[config.mk]
export PLATFORM = sky130hd
export DESIGN_NAME = irq_controller_flat
export DESIGN_NICKNAME = d
export VERILOG_FILES = /design/src/rtl/irq_controller_if.sv /design/src/rtl/irq_controller.sv /design/src/flat_wrapper.sv
export SDC_FILE = /design/constraint.sdc
export NUM_CORES = 1
export LEC_CHECK = 0
export CAP_MARGIN = 20
export CORE_ASPECT_RATIO = 0.8
export CORE_UTILIZATION = 43
export DETAILED_ROUTE_END_ITERATION = 10
export PLACE_DENSITY_LB_ADDON = 0.3
export SYNTH_ARGS = -nofsm -noshare
export SYNTH_HDL_FRONTEND = slang
export SYNTH_SLANG_ARGS = --single-unit
[constraint.sdc]
create_clock -name clk -period 3.4 [get_ports clk]
set_clock_uncertainty 0.2 [all_clocks]
set_input_delay 0.34 -clock clk [delete_from_list [all_inputs] [get_ports clk]]
set_output_delay 0.34 -clock clk [all_outputs]
set_load 0.005 [all_outputs]
[src/rtl/irq_controller_if.sv]
// Interrupt controller bus: request/boundary inputs from the core, status and vector outputs to fetch/regfile.
// Purely combinational bundle; no flow control.
interface irq_controller_if #(
  parameter int NIRQ = 4
);
  logic [NIRQ-1:0] irq;
  logic            cycle;
  logic [15:0]     pc;
  logic            ei;
  logic            di;
  logic            rti;
  logic            istatus;
  logic            ienabled;
  logic [15:0]     intRA;
  logic            take;
  logic [15:0]     vec;
  logic [2:0]      cause;
  logic [NIRQ-1:0] pending;

  modport master (
    output irq, cycle, pc, ei, di, rti,
    input  istatus, ienabled, intRA, take, vec, cause, pending
  );

  modport slave (
    input  irq, cycle, pc, ei, di, rti,
    output istatus, ienabled, intRA, take, vec, cause, pending
  );
endinterface

[src/rtl/irq_controller.sv]
// Synchronises external interrupt lines, latches edges and enters an interrupt at instruction boundaries.
// irq rise to pending bit: 3 clocks; pending to take: next boundary; no backpressure, requests merge while pending.
module irq_controller #(
  parameter int          NIRQ      = 4,
  parameter logic [15:0] VEC_BASE  = 16'h0100,
  parameter int          VEC_SHIFT = 2
) (
  input logic            clk,
  input logic            nclr,
  irq_controller_if.slave bus
);

  logic [NIRQ-1:0] s1, s2, s3;
  logic [NIRQ-1:0] req_edge;
  logic [NIRQ-1:0] clear;
  logic [NIRQ-1:0] pending_q;
  logic            istatus_q;
  logic            ienabled_q;
  logic            take_q;
  logic [2:0]      cause_q;
  logic [15:0]     intra_q;
  logic [2:0]      win;
  logic            go;
  logic [15:0]     cause_ext;

  assign req_edge = s2 & ~s3;
  assign go       = bus.cycle & ienabled_q & ~istatus_q & (|pending_q);

  // Scan downward so the lowest-numbered pending line is the winner.
  always_comb begin
    win = 3'd0;
    for (int i = NIRQ - 1; i >= 0; i--) begin
      if (pending_q[i]) win = 3'(i);
    end
  end

  always_comb begin
    clear = '0;
    for (int i = 0; i < NIRQ; i++) begin
      clear[i] = go & (win == 3'(i));
    end
  end

  always_ff @(posedge clk or negedge nclr) begin
    if (!nclr) begin
      s1         <= '0;
      s2         <= '0;
      s3         <= '0;
      pending_q  <= '0;
      istatus_q  <= 1'b0;
      ienabled_q <= 1'b0;
      take_q     <= 1'b0;
      cause_q    <= 3'd0;
      intra_q    <= 16'h0000;
    end else begin
      s1 <= bus.irq;
      s2 <= s1;
      s3 <= s2;
      // A fresh edge on the line being taken survives the clear.
      pending_q <= (pending_q & ~clear) | req_edge;
      take_q    <= go;
      if (go) begin
        istatus_q <= 1'b1;
        cause_q   <= win;
      end else if (bus.cycle && istatus_q && bus.rti) begin
        istatus_q <= 1'b0;
      end
      if (bus.cycle && !istatus_q) intra_q <= bus.pc;
      if (bus.cycle) begin
        if (bus.di)      ienabled_q <= 1'b0;
        else if (bus.ei) ienabled_q <= 1'b1;
      end
    end
  end

  assign cause_ext    = {13'd0, cause_q};
  assign bus.vec      = VEC_BASE + (cause_ext << VEC_SHIFT);
  assign bus.istatus  = istatus_q;
  assign bus.ienabled = ienabled_q;
  assign bus.intRA    = intra_q;
  assign bus.take     = take_q;
  assign bus.cause    = cause_q;
  assign bus.pending  = pending_q;

endmodule

[src/flat_wrapper.sv]
// flat-port wrapper written by rule: the top's interface ports become plain ports
module irq_controller_flat 
#(
  parameter int          NIRQ      = 4,
  parameter logic [15:0] VEC_BASE  = 16'h0100,
  parameter int          VEC_SHIFT = 2
)
  (clk, nclr, bus_irq, bus_cycle, bus_pc, bus_ei, bus_di, bus_rti, bus_istatus, bus_ienabled, bus_intRA, bus_take, bus_vec, bus_cause, bus_pending);
  irq_controller_if #(.NIRQ(NIRQ)) bus_i ();
  input logic clk;
  input logic nclr;
  input wire logic [$bits(bus_i.irq)-1:0] bus_irq;
  input wire logic [$bits(bus_i.cycle)-1:0] bus_cycle;
  input wire logic [$bits(bus_i.pc)-1:0] bus_pc;
  input wire logic [$bits(bus_i.ei)-1:0] bus_ei;
  input wire logic [$bits(bus_i.di)-1:0] bus_di;
  input wire logic [$bits(bus_i.rti)-1:0] bus_rti;
  output wire logic [$bits(bus_i.istatus)-1:0] bus_istatus;
  output wire logic [$bits(bus_i.ienabled)-1:0] bus_ienabled;
  output wire logic [$bits(bus_i.intRA)-1:0] bus_intRA;
  output wire logic [$bits(bus_i.take)-1:0] bus_take;
  output wire logic [$bits(bus_i.vec)-1:0] bus_vec;
  output wire logic [$bits(bus_i.cause)-1:0] bus_cause;
  output wire logic [$bits(bus_i.pending)-1:0] bus_pending;
  assign bus_i.irq = bus_irq;
  assign bus_i.cycle = bus_cycle;
  assign bus_i.pc = bus_pc;
  assign bus_i.ei = bus_ei;
  assign bus_i.di = bus_di;
  assign bus_i.rti = bus_rti;
  assign bus_istatus = bus_i.istatus;
  assign bus_ienabled = bus_i.ienabled;
  assign bus_intRA = bus_i.intRA;
  assign bus_take = bus_i.take;
  assign bus_vec = bus_i.vec;
  assign bus_cause = bus_i.cause;
  assign bus_pending = bus_i.pending;
  irq_controller #(.NIRQ(NIRQ), .VEC_BASE(VEC_BASE), .VEC_SHIFT(VEC_SHIFT)) u_core (.clk(clk), .nclr(nclr), .bus(bus_i));
endmodule
Yosys cells after proc, flatten, opt, wreduce, memory -nomap -nowiden
Cells that the tools add are included.
{"block": "word_totals", "ff_bits": 38, "input_bits": 26, "out_inout_bits": 42, "word_cells": 43}
{"block": "classes", "add_sub_neg": 1, "n_eq_ne": 3, "n_mux": 8, "bitwise_logic": 13, "reduce_logical": 9}
{"operator": "9-bit by 5-bit adder with 10-bit output (first input constant)", "count": 1}
{"operator": "3-bit 2-to-1 mux", "count": 3}
{"operator": "4-bit bitwise AND", "count": 2}
{"operator": "4-bit NOT", "count": 2}
{"operator": "1-bit bitwise AND", "count": 7}
{"operator": "3-bit by 2-bit equality test with 1-bit output (second input constant)", "count": 2}
{"operator": "1-bit 2-to-1 mux", "count": 4}
{"operator": "4-bit bitwise OR", "count": 1}
{"operator": "2-bit nonzero test", "count": 2}
{"operator": "4-bit OR reduction", "count": 1}
{"operator": "3-bit by 1-bit equality test with 1-bit output (second input constant)", "count": 1}
{"operator": "1-bit logical AND", "count": 3}
{"operator": "3-bit logical NOT", "count": 1}
{"operator": "2-bit 2-to-1 mux", "count": 1}
{"operator": "2-bit AND reduction", "count": 1}
{"operator": "1-bit logical NOT", "count": 1}
{"operator": "1-bit NOT", "count": 1}

Depth between registers and ports, before layout
Gate-level depths: netlist of run 1.
{"block": "depth", "word_depth": 9, "ltp_mapped": 4, "ltp_nobuf": 3}

Worst setup path after synthesis of run 1
No wires, ideal clock.
{"block": "synth_path", "path_type": "register to register", "start": "register u_core.istatus_q, in the netlist u_core.bus.istatus", "end": "register u_core.intra_q[10], in the netlist u_core.bus.intRA[10]", "setup_time_ns": 0.125, "arrival_ns": 1.083, "required_time_ns": 3.075, "path_slack_ns": 1.992, "stages_incl_launch_ff": 5, "path_buffers": 2, "synth_period_minus_slack_ns": 1.408, "path_cell_list": "dfrtp_1 nor2b_4 buf_6 buf_12 mux2_4"}
{"block": "synth_between", "elab_chain_len": 2}
{"element": "start: declaration", "line": "irq_controller.sv:17", "text": "logic istatus_q;"}
{"element": "start signal: assignment", "line": "irq_controller.sv:50", "text": "istatus_q <= 1'b0;"}
{"element": "start signal: assignment", "line": "irq_controller.sv:63", "text": "istatus_q <= 1'b1;"}
{"element": "start signal: assignment", "line": "irq_controller.sv:66", "text": "istatus_q <= 1'b0;"}
{"element": "1-bit logical NOT", "line": "irq_controller.sv:68", "text": "if (bus.cycle && !istatus_q) intra_q <= bus.pc;"}
{"element": "1-bit logical AND", "line": "irq_controller.sv:68"}
{"element": "end signal: assignment", "line": "irq_controller.sv:68"}
{"element": "end: declaration", "line": "irq_controller.sv:21", "text": "logic [15:0] intra_q;"}
No other way between the ends.
A chain may end at the register's enable or synchronous reset.

Worst setup path after layout of run 1
{"block": "layout_path", "start": "input bus_cycle", "end": "register u_core.intra_q[4], in the netlist u_core.bus.intRA[4]"}
{"block": "layout_between", "elab_chain_len": 1}
{"element": "start: declaration", "line": "flat_wrapper.sv:13", "text": "input wire logic [$bits(bus_i.cycle)-1:0] bus_cycle;"}
{"element": "1-bit logical AND", "line": "irq_controller.sv:68"}
No other way between the ends.

==> results.json, run 1 <==
{
  "cap_violations": 0,
  "antenna_left": 0,
  "worstHoldPathCells": 0,
  "synth_area_leaders": "dfrtp_1 (63%), mux2_4 (10%), buf_4 (8.7%)",
  "ys_types": 20,
  "dp_hpwl_um": 1690,
  "io_buffer_count": 52,
  "p_per_area_mw_per_mm2": 601,
  "final_util_pct": 63.7,
  "grt_pass1_wl_um": 3800,
  "synth_edf_count": 0,
  "clkPwrFrac_pct": 24.1,
  "finalInstanceArea_mm2": 0.00202,
  "ys_ff_latch": 37,
  "core-area_mm2": 0.00318,
  "fill_cells": 239,
  "io_pins": 68,
  "ctsResizeCount": 0,
  "drive_above_1_share_pct": 16.6,
  "dieArea_mm2": 0.00366,
  "p_leak_uw": 0.000900,
  "crit_type": "input port to flop",
  "first_global_vias": 859,
  "initial_core_util_pct": 46.3,
  "gp_congestion": 0.705,
  "clk_pin_slew_worst_paths_ps": 70,
  "timing.rr.end": "u_core.bus.intRA[4]",
  "first_iter_violations": 37,
  "switchingPower_uw": 301,
  "status": "complete, no violations",
  "synthFlopType": "dfrtp_1",
  "slew_headroom_pct": 47.7,
  "r2r_start": "u_core.bus.istatus",
  "rsz0062_at_grt": "false",
  "grt_util_all_layers_pct": 15.0,
  "worstSetupEndpointType": "flop",
  "grt_overflow": 0,
  "drcViolationCount": 0,
  "cts_made_buffers": 5,
  "viasPerCell": 4.54,
  "critical_path_arrival_ps": 1850,
  "tightest_slew_ps": 785,
  "grt_max_degree": 38,
  "antenna_found_initial": 0,
  "cp.required_ps": 3380,
  "synth.avg_cell_area_um2": 14.4,
  "reg2reg_slack_ps": 1750,
  "areaGrowthSynthToFinish_pct": 37.6,
  "layout.nets": 182,
  "p_int_uw": 916,
  "clock_path_buffers": 2,
  "synthArstFlopShare_pct": 100,
  "cp_max_fo": 17,
  "finalHoldViolCount": 0,
  "yosysTopAreaCell": "dfrtp_1",
  "drt-pass1-iter-count": 4,
  "vdd_drop_max_mv": 0.356,
  "synth_common_cells": "dfrtp_1 (37), buf_4 (17), mux2_4 (10)",
  "fin_setup_tns_ps": 0,
  "die_y_um": 54.3,
  "ys_warn_count": 0,
  "synth_top_cell_area_share_pct": 63.0,
  "insertion_delay_ps": 290,
  "holdPathEnd": "u_core.s2[0]",
  "antennaDiodeCount": 0,
  "hold_path.class": "flop to flop",
  "cts_tree": "built",
  "start_kind": "input port",
  "drv_slew": 0,
  "cts_htree_levels": 2,
  "stdcell_count": 197,
  "min_period_ps": 1880,
  "fin_crit_sh_pct": 55.2,
  "die_x_um": 67.4,
  "root_buffer": "clkbuf_8",
  "dpl_cell_area_mm2": 0.00193,
  "layout_setup_ws_ps": 1520,
  "routed_wl_um": 2360,
  "placementRows": 18,
  "p_seq_share_pct": 47.5,
  "r2r.worst_path.cells": 2,
  "dpl.cell_count": 188,
  "timing.fmax_mhz": 533,
  "yosysSeqAreaShare_pct": 63.0,
  "syn_inst": 102,
  "p_sw_share_pct": 24.8,
  "pre_cts_slack_ps": 1220,
  "hold_start": "u_core.s1[0]",
  "yosysMostFrequentCell": "dfrtp_1",
  "finalSetupViolations": 0,
  "num_vias": 894,
  "wl_per_cell_um": 12.0,
  "combPwrFrac_pct": 28.4,
  "syn_area_mm2": 0.00147,
  "cts.sinks": 37
}
-- critical path, cell delays in order --
cell and delay (ps):
clkdlybuf4s50_1 550, nor2b_4 550, mux2_2 400
-- registers in the layout, indices dropped and copies added, names as in the netlist --
| name | count |
|---|---|
| u_core.bus.intRA | 16 |
| u_core.bus.pending | 4 |
| u_core.s1 | 4 |
| u_core.s2 | 4 |
| u_core.s3 | 4 |
| u_core.bus.cause | 2 |
| u_core.bus.ienabled | 1 |
| u_core.bus.istatus | 1 |
| u_core.bus.take | 1 |
-- final cells by class --
| class | count | area, um^2 | share of cell area, % |
|---|---|---|---|
| flip-flops and latches | 37 | 926 | 45.8 |
| clock inverters | 2 | 15.0 | 0.742 |
| well taps | 40 | 50.0 | 2.47 |
| repair buffers | 53 | 526 | 26.0 |
| multi-input cells | 55 | 419 | 20.7 |
| inverters | 4 | 15.0 | 0.742 |
| clock buffers | 6 | 72.6 | 3.59 |
-- per-stage QoR --
stage / hold slack, ps / total power [uW]
finish: 152 / 1220
global route: 160 / 1300
CTS: 152 / 1240
detailed placement: 136 / 933
global placement: 134 / 925
floorplan: -156 / 743
-- cells in the final DEF (no fill, tap or decap) --
cell type | netlist | layout
dfrtp_1 | 37 | 37
mux2_2 | 6 | 6
nor2b_4 | 1 | 1
nand3b_2 | 1 | 1
o21ai_0 | 5 | 5
dlygate4sd3_1 | 0 | 1
a21o_1 | 1 | 1
nor2_1 | 5 | 5
mux2_4 | 10 | 10
clkbuf_8 | 0 | 5
o31ai_1 | 1 | 1
nand2_1 | 2 | 2
inv_1 | 4 | 4
buf_2 | 0 | 1
a21oi_1 | 3 | 3
clkbuf_1 | 0 | 1
o41ai_1 | 1 | 1
clkinvlp_4 | 0 | 2
a31oi_1 | 1 | 1
clkdlybuf4s50_1 | 0 | 51
conb_1 | 2 | 15
and2_1 | 1 | 1
o22a_1 | 2 | 2
-- kinds of logic (layout without fill, tap and decap cells) --
kind of cell / Yosys count / in the layout / synth area share, %
AOI/OAI and AO/OA: 14 / 14 / 5.96
buffers and inverters: 23 / 65 / 11.8
DFF: 37 / 37 / 63.0
muxes: 16 / 16 / 14.8
other: 2 / 15 / 0.511
and+or+nand+nor: 10 / 10 / 3.92
-- worst max-delay path by stage --
stage               slack [ps]               start              endpoint
global route              1460           bus_cycle  u_core.bus.intRA[15]
global placement          1240           bus_cycle   u_core.bus.intRA[1]
floorplan                 1990  u_core.bus.istatus  u_core.bus.intRA[10]
CTS                       1530           bus_cycle  u_core.bus.intRA[15]
detailed placement        1220           bus_cycle   u_core.bus.intRA[1]
finish                    1520           bus_cycle   u_core.bus.intRA[4]
-- power groups by stage --
stage / registers (uW) / logic, uW / clock network, uW
after detailed placement: 584 / 348 / 0
after floorplan: 585 / 158 / 0
after global routing: 590 / 378 / 328
after CTS: 579 / 350 / 306
final: 578 / 346 / 293
after global placement: 581 / 344 / 0
-- timing repair --
action	CTS	global route
setup buffers	0	0
hold endpoints to repair	37	0
hold buffers	1	0
-- layer usage --
| layer | vias up | track usage (%) | part of all wire, % |
|---|---|---|---|
| met5 | - | 0 | 0 |
| met4 | 0 | 8.51 | 2.3 |
| met3 | 7 | 5.00 | 6.7 |
| met2 | 49 | 24.0 | 48 |
| met1 | 426 | 18.0 | 43 |
| li1 | 412 | - | - |
Power figures use the tool's default switching activity.
==> run 2, diff against run 1 <==
- CORE_UTILIZATION: 43 -> 40
- clock period: 3.4 -> 1.85 ns (I/O delays scaled with it)
==> results.json, run 2 (synthesis results as in run 1) <==
{
  "rsz0062_at_grt": "false",
  "first_global_vias": 905,
  "drcViolationCount": 0,
  "hold_path.class": "input port to flop",
  "finalHoldViolCount": 0,
  "cp_slowest_cell": "clkdlybuf4s50_1",
  "cap_violations": 0,
  "placementRows": 19,
  "drive_above_1_share_pct": 18.8,
  "die_y_um": 56.2,
  "grt_util_all_layers_pct": 13.9,
  "postCtsHoldBufs": 1,
  "root_buffer": "clkbuf_8",
  "antennaDiodeCount": 0,
  "clock_path_buffers": 2,
  "grt_overflow": 0,
  "antenna_found_initial": 0,
  "initial_core_util_pct": 42.4,
  "status": "complete, no violations",
  "cts_setup_buffers": 0,
  "insertion_delay_ps": 280,
  "start_kind": "flop",
  "grt_pass1_wl_um": 4050,
  "dp_hpwl_um": 1870,
  "cp_num_buf_inv": 1,
  "wl_per_cell_um": 12.3,
  "first_iter_violations": 43,
  "path_delay_family": "buffers and inverters",
  "grt_max_degree": 38,
  "io_pins": 68,
  "crit_type": "flop to output pin",
  "cts_htree_levels": 2,
  "cp_max_fo": 7,
  "cts.sinks": 37,
  "final_common_cell": "clkdlybuf4s50_1",
  "timing.fmax_mhz": 602,
  "critical_path_arrival_ps": 1280,
  "ctsResizeCount": 0,
  "drt-pass1-iter-count": 4,
  "gp_congestion": 0.700,
  "hold_ws_ps": 133,
  "die_x_um": 69.8,
  "core-area_mm2": 0.00347,
  "fin_setup_tns_ps": 0,
  "max_stage_delay_ps": 540,
  "cts_made_buffers": 5,
  "dieArea_mm2": 0.00392,
  "largest_reg_flops": 16,
  "layout.nets": 185,
  "crit_chain": "clkdlybuf4s50_1",
  "vdd_drop_max_mv": 0.730,
  "finalSetupViolations": 0,
  "io_buffer_count": 52,
  "num_vias": 910,
  "drv_slew": 0,
  "layout_common_cells": "clkdlybuf4s50_1 (51), dfrtp_1 (37), conb_1 (15)",
  "areaGrowthSynthToFinish_pct": 40.9,
  "worstSetupEndpointType": "output pin",
  "routed_wl_um": 2480,
  "cts_tree": "built",
  "viasPerCell": 4.50,
  "p_leak_uw": 0.000930,
  "stdcell_count": 202,
  "p_per_area_mw_per_mm2": 1090,
  "fin_crit_sh_pct": 89.8,
  "dpl.cell_count": 193,
  "clk_pin_slew_worst_paths_ps": 70,
  "min_period_ps": 1660,
  "antenna_left": 0,
  "cp.required_ps": 1460,
  "final_util_pct": 59.7
}
-- run 2: cell types whose count changed in the layout (fill, tap and decap cells not counted), sizes merged --
cell / change
clkinv: +2
clkbuf: -1
clkinvlp: -1
buf: +3
-- run 2: worst paths after layout --
check	from	depth (start not counted)	slack, ps	end
min in group asynchronous	nclr	3	180	u_core.bus.intRA[5]
worst min register to register	u_core.s1[1]	0	140	u_core.s2[1]
worst max-delay path	u_core.bus.pending[0]	1	190	bus_pending[0]
worst min-delay path	bus_irq[2]	1	130	u_core.s1[2]
max in group asynchronous	nclr	3	1080	u_core.bus.intRA[11]
worst max register to register	u_core.bus.istatus	3	370	u_core.bus.pending[3]
-- run 2: through the flow --
step | power [uW] | worst slack, ps | instance area, um^2
2_1_floorplan | 1370 | 442 | 1520
3_3_place_gp | 1720 | 92.8 | 1980
3_5_place_dp | 1750 | 46.9 | 1980
4_1_cts | 2290 | 177 | 2070
5_1_grt | 2390 | 150 | 2070
6_report | 2260 | 189 | 2070
-- run 2: cell type report --
type | instances | area, um^2
Multi-Input combinational cell | 55 | 419
Clock buffer | 5 | 68.8
Tap cell | 42 | 52.6
Inverter | 4 | 15.0
Timing Repair Buffer | 56 | 573
Clock inverter | 3 | 17.5
Fill cell | 266 | 1400
Sequential cell | 37 | 926
-- run 2: per-layer routing --
layer	vias to the layer above	share of wire, %	global-route usage [%]
li1	422	-	-
met1	438	41	16.5
met2	45	49	22.1
met3	5	7.7	5.62
met4	0	1.6	6.86
met5	-	0	0
-- run 2: where the power goes --
part / total (uW) / internal, uW / switching (uW)
logic: 662 / 479 / 183
clock network: 533 / 259 / 273
registers: 1060 / 960 / 104
-- run 2: worst register-to-register path: cells and delay by family, from the launching register on --
kind / cells / cell delay, ps
AO/OA/AOI/OAI: 2 / 410
flip-flops: 1 / 430
AND/OR/NAND/NOR: 1 / 320
